<file path="src/rtl/instr_loader.sv">
`default_nettype none
// ============================================================================
//  Module      : instr_loader
//  Description : Byte-stream boot loader for an instruction memory.
//                Accepts a framed stream (LEN_HI, LEN_LO, then LEN words of
//                four big-endian bytes). Each assembled word is written to
//                the instruction memory through a single-cycle write strobe.
//                The CPU core is held in reset until the load completes.
//
//                Optional feature (compile-time macro LOADER_CHECKSUM_EN):
//                a trailing checksum byte must equal the XOR of every
//                accepted byte from LEN_HI through the last data byte.
//                A match completes the load; a mismatch rejects it.
//
//  Ports       : clk        - single clock, rising edge
//                rst_n      - asynchronous active-low reset
//                in_data    - load-stream byte
//                in_valid   - in_data holds a valid byte
//                in_ready   - loader accepts a byte this cycle
//                restart    - synchronous pulse, abort and begin a new load
//                mem_we     - one-cycle instruction-memory write strobe
//                mem_addr   - word index of the write
//                mem_wdata  - assembled instruction word
//                cpu_rst_n  - active-low CPU reset, released on success
//                done       - load completed successfully
//                err        - load rejected
//
//  Revision    : 1.0 - initial release
// ============================================================================
module instr_loader #(
    parameter int WIDTH  = 32,
    parameter int DEPTH  = 256,
    parameter int ADDR_W = 8
) (
    input  logic              clk,
    input  logic              rst_n,
    input  logic [7:0]        in_data,
    input  logic              in_valid,
    output logic              in_ready,
    input  logic              restart,
    output logic              mem_we,
    output logic [ADDR_W-1:0] mem_addr,
    output logic [WIDTH-1:0]  mem_wdata,
    output logic              cpu_rst_n,
    output logic              done,
    output logic              err
);

    // ------------------------------------------------------------------
    // State encoding
    // ------------------------------------------------------------------
    localparam logic [2:0] c_LEN_HI = 3'd0;
    localparam logic [2:0] c_LEN_LO = 3'd1;
    localparam logic [2:0] c_DATA   = 3'd2;
    localparam logic [2:0] c_DONE   = 3'd4;
    localparam logic [2:0] c_ERR    = 3'd5;
`ifdef LOADER_CHECKSUM_EN
    localparam logic [2:0] c_CHK        = 3'd3;
    // The last data word hands over to the checksum byte.
    localparam logic [2:0] c_AFTER_DATA = c_CHK;
`else
    localparam logic [2:0] c_AFTER_DATA = c_DONE;
`endif

    // ------------------------------------------------------------------
    // Registers
    // ------------------------------------------------------------------
    logic [2:0]        r_state;
    logic              r_ready_en;   // low only until the first edge out of reset
    logic [15:0]       r_len;        // word count N from the stream header
    logic [1:0]        r_byte_cnt;   // byte position inside the current word
    logic [ADDR_W-1:0] r_word_cnt;   // index of the word being assembled
    logic [WIDTH-9:0]  r_shift;      // first three bytes of the current word
    logic              r_mem_we;
    logic [ADDR_W-1:0] r_mem_addr;
    logic [WIDTH-1:0]  r_mem_wdata;
`ifdef LOADER_CHECKSUM_EN
    logic [7:0]        r_csum;
`endif

    // ------------------------------------------------------------------
    // Combinational
    // ------------------------------------------------------------------
    logic        w_state_ready;
    logic        w_accept;
    logic [15:0] w_len_n;
    logic        w_len_ok;
    logic        w_last_word;
    logic        w_word_done;
    logic [2:0]  w_state_nxt;

    always_comb begin
        w_state_ready = 1'b0;
        case (r_state)
            c_LEN_HI: w_state_ready = 1'b1;
            c_LEN_LO: w_state_ready = 1'b1;
            c_DATA:   w_state_ready = 1'b1;
`ifdef LOADER_CHECKSUM_EN
            c_CHK:    w_state_ready = 1'b1;
`endif
            default:  w_state_ready = 1'b0;
        endcase
    end

    assign in_ready = r_ready_en & w_state_ready;

    // A byte offered together with restart is dropped, never consumed.
    assign w_accept = in_valid & in_ready & ~restart;

    // Full length as it will be once the LEN_LO byte is taken.
    assign w_len_n  = {r_len[15:8], in_data};
    assign w_len_ok = (w_len_n != 16'd0) && (32'(w_len_n) <= 32'(DEPTH));

    // r_len is at least 1 whenever DATA is reached, so N-1 never underflows.
    assign w_last_word = (32'(r_word_cnt) == (32'(r_len) - 32'd1));

    assign w_word_done = w_accept && (r_state == c_DATA) && (r_byte_cnt == 2'd3);

    always_comb begin
        w_state_nxt = r_state;
        if (restart) begin
            w_state_nxt = c_LEN_HI;
        end else if (w_accept) begin
            case (r_state)
                c_LEN_HI: w_state_nxt = c_LEN_LO;
                c_LEN_LO: w_state_nxt = w_len_ok ? c_DATA : c_ERR;
                c_DATA: begin
                    if ((r_byte_cnt == 2'd3) && w_last_word) begin
                        w_state_nxt = c_AFTER_DATA;
                    end
                end
`ifdef LOADER_CHECKSUM_EN
                c_CHK:    w_state_nxt = (in_data == r_csum) ? c_DONE : c_ERR;
`endif
                default:  w_state_nxt = r_state;
            endcase
        end
    end

    // ------------------------------------------------------------------
    // State and datapath
    // ------------------------------------------------------------------
    always_ff @(posedge clk or negedge rst_n) begin
        if (!rst_n) begin
            r_state     <= c_LEN_HI;
            r_ready_en  <= 1'b0;
            r_len       <= 16'd0;
            r_byte_cnt  <= 2'd0;
            r_word_cnt  <= '0;
            r_shift     <= '0;
            r_mem_we    <= 1'b0;
            r_mem_addr  <= '0;
            r_mem_wdata <= '0;
        end else begin
            r_state    <= w_state_nxt;
            r_ready_en <= 1'b1;

            // The strobe is launched from the 4th accept and lasts one cycle.
            // A restart in the strobe cycle does not touch it, so that write
            // still reaches the memory. Address and data hold afterwards.
            r_mem_we <= w_word_done;
            if (w_word_done) begin
                r_mem_addr  <= r_word_cnt;
                r_mem_wdata <= {r_shift, in_data};
            end

            if (restart) begin
                r_len      <= 16'd0;
                r_byte_cnt <= 2'd0;
                r_word_cnt <= '0;
            end else if (w_accept) begin
                case (r_state)
                    c_LEN_HI: r_len[15:8] <= in_data;
                    c_LEN_LO: r_len[7:0]  <= in_data;
                    c_DATA: begin
                        r_byte_cnt <= r_byte_cnt + 2'd1;
                        r_shift    <= {r_shift[WIDTH-17:0], in_data};
                        // Hold the index on the final word so it never wraps.
                        if ((r_byte_cnt == 2'd3) && !w_last_word) begin
                            r_word_cnt <= r_word_cnt + ADDR_W'(1);
                        end
                    end
                    default: ;
                endcase
            end
        end
    end

`ifdef LOADER_CHECKSUM_EN
    // Running XOR over the header and every data byte; the trailing
    // checksum byte itself is not folded in.
    always_ff @(posedge clk or negedge rst_n) begin
        if (!rst_n) begin
            r_csum <= 8'd0;
        end else if (restart) begin
            r_csum <= 8'd0;
        end else if (w_accept && ((r_state == c_LEN_HI) || (r_state == c_LEN_LO) ||
                                  (r_state == c_DATA))) begin
            r_csum <= r_csum ^ in_data;
        end
    end
`endif

    // ------------------------------------------------------------------
    // Outputs
    // ------------------------------------------------------------------
    assign mem_we    = r_mem_we;
    assign mem_addr  = r_mem_addr;
    assign mem_wdata = r_mem_wdata;
    assign done      = (r_state == c_DONE);
    assign err       = (r_state == c_ERR);
    // The core runs only after a successful load.
    assign cpu_rst_n = (r_state == c_DONE);

endmodule

`default_nettype wire

</file>
<file path="config.mk">
export PLATFORM = sky130hd
export DESIGN_NAME = instr_loader
export DESIGN_NICKNAME = d
export VERILOG_FILES = /design/src/rtl/instr_loader.sv
export SDC_FILE = /design/constraint.sdc
export NUM_CORES = 1
export LEC_CHECK = 0
export CAP_MARGIN = 20
export CORE_ASPECT_RATIO = 0.7
export CORE_MARGIN = 8
export CORE_UTILIZATION = 55
export CTS_CLUSTER_SIZE = 40
export DETAILED_ROUTE_END_ITERATION = 16
export PLACE_DENSITY = 0.9
export SETUP_SLACK_MARGIN = 0.3
export SLEW_MARGIN = 25
export SYNTH_ARGS = -nofsm -noshare
export SYNTH_HDL_FRONTEND = slang
export SYNTH_SLANG_ARGS = --single-unit
</file>
<file path="constraint.sdc">
create_clock -name clk -period 3.97 [get_ports clk]
set_clock_uncertainty 0.2 [all_clocks]
set_input_delay 0.794 -clock clk [delete_from_list [all_inputs] [get_ports clk]]
set_output_delay 0.794 -clock clk [all_outputs]
set_load 0.05 [all_outputs]
</file>
==> flow_summary.yaml, run 1 <==
outcome:
  status: "finished, final reports clean"
finish:
  fillers: 570
  regArea_um2: 2377
  multiInputGateArea_um2: 1863
  area_growth_pct: 23.01
  diodes: 0
  drive_gt1_frac: 0.2333
  fin_util: 0.6879
  fin_nets: 443
critical_path:
  crit_top_cell: "or4b_1"
  ff2ff_setup_slack_ps: 510
  regToRegEndpoint: "r_state[2]"
  r2r_cells: 9
  critPathCaptureType: "flip-flop"
  reg2reg_from: "r_len[0]"
  crit_end: "r_state[2]"
  required_ps: 4020
  path_class: "flip-flop to flip-flop"
  arrival_ps: 3510
  start_kind: "flip-flop"
  cp_slowest_stage_delay_ps: 560
  crit_start: "r_len[0]"
  critPathMaxFanout: 8
  crit_chain: "inv_1 -> ha_1 -> nand2b_1 -> or4_1 -> xnor2_1 -> nand4_1 -> or4b_1 -> or4b_1 -> a221oi_2"
  critPathSlowestCell: "or4b_1"
clock_tree:
  post-cts-setup-buffers: 0
  clockBufferDepth: 2
  htree_levels: 3
  cts-root-buf: "clkbuf_16"
  cts.repair.resized: 0
  cts_buffers: 9
  clk-insertion-delay-late_ps: 340
  holdBufCountCts: 0
  cts_tree: "done"
  clkSlewWorstSetupHoldPaths_ps: 60
  cts.sinks: 95
timing:
  worst_pin_slew_ps: 705.5
  maxSlewHeadroom: 0.5297
  rsz0062_at_grt: "no"
  setup_viol: 0
  fin_crit_sh: 0.8721
  fin_crit_ps: 3462
  finalSetupTns_ps: 0
  fmax_mhz: 288.8
  hold_viol: 0
  finalMaxSlewViolations: 0
grt:
  grt.overflow.total: 0
  grt-busiest-layer: "met2"
  use_met1: 0.2456
  met2_usage: 0.2764
  grt_max_degree: 80
  grt_pass1_vias: 3158
  grt_pass1_wl_mm: 16.22
  antenna_found_initial: 0
  grt_usage: 0.1812
  use_met3: 0.05122
placed_design:
  place.gp.congestion: 0.8911
  port_buffers: 56
  dp_hpwl_mm: 6.429
yosys:
  ys.flop_type: "dfrtp_1"
  synthesis.nets: 387
  synth_edf_count: 0
  yosys_warnings: 0
  ys_async_sr_fraction: 1.000
  syn_inst: 372
  synthDistinctLibCells: 45
  synth_seq_cells: 95
  synth_area_per_cell_um2: 11.68
  yosysSeqAreaShare: 0.5471
  netlist_area_um2: 4345
detailed_routing:
  firstDrtPassIters: 5
  drc: 0
  via_count: 3049
  routed_wl_mm: 9.539
  antenna_left: 0
  avgViaCountPerCell: 5.710
  avgRoutedWirePerCell_um: 17.86
  drt_iter0_markers: 221
die:
  die_x_um: 122.2
  die_y_um: 90.37
  start_util: 0.5593
  core_um2: 7770
  rows: 27
  io_pins: 57
  die_area_um2: 11050
min_path:
  hp-class: "input port to asynchronous set/reset pin"
power_and_ir_drop:
  p_leak_nw: 2.416
  p_per_area_nw_per_um2: 387.3
  max-vdd-ir-drop_mv: 0.2554
job:
  drv_cap: 0
## cell type report
class / count / share of cell area
inverters: 7 / 0.004916
clock buffers: 10 / 0.04284
multi-input cells: 251 / 0.3485
well taps: 101 / 0.02364
clock inverters: 6 / 0.01896
flip-flops and latches: 95 / 0.4448
repair buffers: 64 / 0.1163
## per-layer routing
| metal | part of all wire | vias to the layer above | routed length [um] |
|---|---|---|---|
| met4 | 0.010 | 0 | 97 |
| met1 | 0.43 | 1510 | 4136 |
| met5 | 0 | - | 0 |
| met3 | 0.078 | 11 | 741 |
| met2 | 0.48 | 98 | 4564 |
| li1 | - | 1430 | - |
## cells in the mapped netlist (2+ instances only)
cell	n	area [um2]
mux2i_1	2	20.02
or4b_1	2	20.02
nor2_1	16	60.06
nand4_1	5	31.28
o31ai_1	4	30.03
a21oi_1	17	85.08
buf_6	2	22.52
or4_1	4	30.03
nand3_1	10	50.05
dfrtp_1	95	2377
nor4b_1	2	17.52
nor2b_1	7	43.79
and2_1	2	12.51
nor3_1	9	45.04
or2_2	3	18.77
ha_1	3	37.54
a31oi_1	2	12.51
o21ai_0	13	65.06
xnor2_1	9	78.83
nand2_1	28	105.1
nor4_1	4	25.02
mux2_2	67	754.5
or3_1	7	43.79
nand2b_1	14	87.58
o211ai_1	2	15.01
clkbuf_1	16	60.06
xor2_1	3	26.28
inv_1	7	26.28
## kinds of logic (layout without fill, tap and decap cells)
kind of cell	after synthesis	after routing	share of synthesized area
muxes	69	69	0.1782
DFF	95	95	0.5471
AOI/OAI and AO/OA	47	47	0.06709
other	1	1	0.0008630
and+or+nand+nor	119	119	0.1471
adders and majority gates	3	3	0.008639
xor gates and xnor gates	12	12	0.02419
buffers and inverters	26	87	0.02678
## cell usage in the layout, fill, tap and decap left out, drive strengths merged, types with 3 or more instances in the layout
master / count
a21oi: 17
buf: 9
clkbuf: 10
clkdlybuf4s50: 55
dfrtp: 95
ha: 3
inv: 9
mux2: 67
nand2: 28
nand2b: 14
nand3: 10
nand4: 5
nor2: 16
nor2b: 7
nor3: 9
nor4: 4
o21ai: 14
o31ai: 4
or2: 4
or3: 7
or4: 5
xnor2: 9
xor2: 3
## registers in the layout (all words and copies together), names as in the netlist
| signal | count |
|---|---|
| mem_addr | 8 |
| mem_wdata | 32 |
| mem_we | 1 |
| r_byte_cnt | 2 |
| r_len | 16 |
| r_ready_en | 1 |
| r_shift | 24 |
| r_state | 3 |
| r_word_cnt | 8 |
## power breakdown
part | internal (W) | leakage, nW | switching, W
clock | 0.000562 | 0.156 | 0.000378
sequential | 0.000980 | 1.32 | 0.0000156
combinational | 0.0000524 | 0.943 | 0.0000817
total | 0.00159 | 2.42 | 0.000476
## per-stage QoR
stage | setup WS, ps | power [W] | instances | instance area [um2] | hold slack (ps)
CTS | 534.6 | 0.002088 | 534 | 5338 | 287.8
floorplan | 865.3 | 0.001087 | 372 | 4345 | 250.5
detailed placement | 594.1 | 0.001145 | 518 | 5007 | 271.6
finish | 507.7 | 0.002070 | 534 | 5345 | 267.8
global route | 421.4 | 0.002146 | 534 | 5345 | 322.9
global placement | 691.6 | 0.001140 | 518 | 5007 | 266.7
## worst max-delay path: cells and delay by family (launching register included)
kind / cells / cell delay [ps]
xor+xnor: 1 / 240
compound gates: 1 / 240
flops: 1 / 480
simple gates: 5 / 1790
fa+ha+maj: 1 / 320
buf+inv: 1 / 100
## how the worst min path moves through the flow
stage                 from  slack [ps]          end  cells after the start
2_1_floorplan    r_len[14]         250    r_len[14]                      2
3_3_place_gp     r_len[14]         270    r_len[14]                      2
3_5_place_dp     r_len[14]         270    r_len[14]                      2
4_1_cts          r_len[14]         290    r_len[14]                      2
5_1_grt        mem_addr[6]         320  mem_addr[6]                      1
6_report             rst_n         270   r_state[0]                      1
No activity file was read; power rests on OpenSTA's default activity.
==> inputs of run 2 (changes only) <==
CORE_MARGIN = 4   (was 8)
CORE_UTILIZATION = 48   (was 55)
PLACE_DENSITY = 0.81   (was 0.9)
==> run 2 against run 1 <==
Effect of this change:
- sequential cell count unchanged
- count of clock-buffer cells in the layout fell by 1
- global-route usage rose by 0.22 points
- non-clock buffer count did not move
- sequential share of layout area increased by 0.052 points
- critical endpoint unchanged
- core utilization shrank 6.8 points
- via count shrank 0.59%
- clock power decreased by 8.0%
- combinational power about the same
- total power down 3.7%
- worst hold slack better by 25 ps
==> flow_summary.yaml, run 2 (synthesis gave the netlist of run 1 again) <==
outcome:
  status: "finished, final reports clean"
die:
  die_area_um2: 10660
  core_um2: 8618
  rows: 28
  die_y_um: 87.61
  start_util: 0.5042
  die_x_um: 121.7
  io_pins: 57
power_and_ir_drop:
  p_leak_nw: 2.408
  p_per_area_nw_per_um2: 373.3
  max-vdd-ir-drop_mv: 0.2251
  combPwrFrac: 0.066
  clockPowerShare: 0.434
  p_sw_w: 0.0004641
  p_seq_frac: 0.500
  p_int_w: 0.001529
  p_sw_frac: 0.2329
  total_power_w: 0.001993
detailed_routing:
  firstDrtPassIters: 4
  antenna_left: 0
  routed_wl_mm: 9.156
  avgRoutedWirePerCell_um: 16.56
  drt_iter0_markers: 173
  drc: 0
  avgViaCountPerCell: 5.481
  via_count: 3031
critical_path:
  critPathMaxFanout: 8
  critPathCaptureType: "flip-flop"
  ff2ff_setup_slack_ps: 560
  crit_chain: "inv_1 -> ha_1 -> nand2b_1 -> or4_1 -> xnor2_1 -> nand4_1 -> or4b_1 -> or4b_1 -> a221oi_2"
  path_class: "flip-flop to flip-flop"
  cp_slowest_stage_delay_ps: 550
  arrival_ps: 3460
  crit_top_cell: "or4b_1"
  start_kind: "flip-flop"
  critPathSlowestCell: "or4b_1"
  required_ps: 4010
finish:
  diodes: 0
  drive_gt1_frac: 0.2356
  fin_area_um2: 5339
  fin_nets: 443
  area_growth_pct: 22.86
  layout_commonest_cell: "dfrtp_1"
  layout_common_cells: "95 x dfrtp_1, 67 x mux2_2, 55 x clkdlybuf4s50_1"
  largest_register_ff_count: 32
grt:
  grt_max_degree: 63
  grt.overflow.total: 0
  antenna_found_initial: 0
  grt_pass1_vias: 3183
  grt_pass1_wl_mm: 15.46
  grt_usage: 0.1833
timing:
  maxSlewHeadroom: 0.4840
  setup_viol: 0
  worst_pin_slew_ps: 774.1
  rsz0062_at_grt: "no"
  fmax_mhz: 293.2
  fin_crit_sh: 0.8591
  finalSetupTns_ps: 0
  finalMaxSlewViolations: 0
  hold_viol: 0
  fin_crit_ps: 3411
clock_tree:
  clockBufferDepth: 2
  cts.repair.resized: 0
  cts_tree: "done"
  post-cts-setup-buffers: 0
  cts_buffers: 9
  htree_levels: 3
  cts-root-buf: "clkbuf_16"
  holdBufCountCts: 0
  clk-insertion-delay-late_ps: 340
  clkSlewWorstSetupHoldPaths_ps: 70
  cts.sinks: 95
placed_design:
  place.gp.congestion: 0.8290
  port_buffers: 56
  dp_hpwl_mm: 6.255
  placed_area_um2: 5031
job:
  drv_cap: 0
min_path:
  hp-class: "flip-flop to flip-flop"
run 2: final cells by class:
class	count	area [um2]
Clock buffer	9	225.2
Clock inverter	7	78.83
Fill cell	689	3279
Inverter	7	26.28
Multi-Input combinational cell	251	1863
Sequential cell	95	2377
Tap cell	120	150.1
Timing Repair Buffer	64	618.1
run 2: stage by stage:
step	std cells	setup WS, ps	utilization	hold WS [ps]
5_1_grt	553	430.3	0.6195	322.6
2_1_floorplan	372	865.3	-	250.5
3_3_place_gp	537	661.7	0.5838	271.4
3_5_place_dp	537	633.0	0.5838	279.1
6_report	553	559.4	0.6195	292.7
4_1_cts	553	594.6	0.6190	294.9
run 2: final timing paths:
check,start,end,cells after the start
max in group asynchronous,rst_n,r_byte_cnt[0],2
worst min register to register,r_len[14],r_len[14],2
worst max-delay path,r_len[1],r_state[2],9
worst max register to register,r_len[1],r_state[2],9
min in group asynchronous,rst_n,r_state[0],1
worst min-delay path,r_len[14],r_len[14],2
run 2: power groups by stage:
stage / Sequential, W / Clock [W] / Combinational, W
floorplan: 0.00101 / 0 / 0.0000780
global placement: 0.00101 / 0 / 0.000129
detailed placement: 0.00101 / 0 / 0.000131
CTS: 0.000996 / 0.000890 / 0.000132
global route: 0.000998 / 0.000927 / 0.000148
finish: 0.000997 / 0.000865 / 0.000132
run 2: worst max-delay path, delay by kind of cell, from the launching register on:
kind | cells | cell delay [ps]
buffers and inverters | 1 | 100
DFF | 1 | 470
and+or+nand+nor | 5 | 1770
AOI/OAI and AO/OA | 1 | 250
adders and majority gates | 1 | 310
xor gates and xnor gates | 1 | 230
run 2: layer usage:
metal | up-vias | track usage | routed length [um]
li1 | 1434 | - | -
met1 | 1510 | 0.2524 | 4273
met2 | 78 | 0.2967 | 4396
met3 | 9 | 0.04261 | 403
met4 | 0 | 0.04985 | 82
met5 | - | 0 | 0
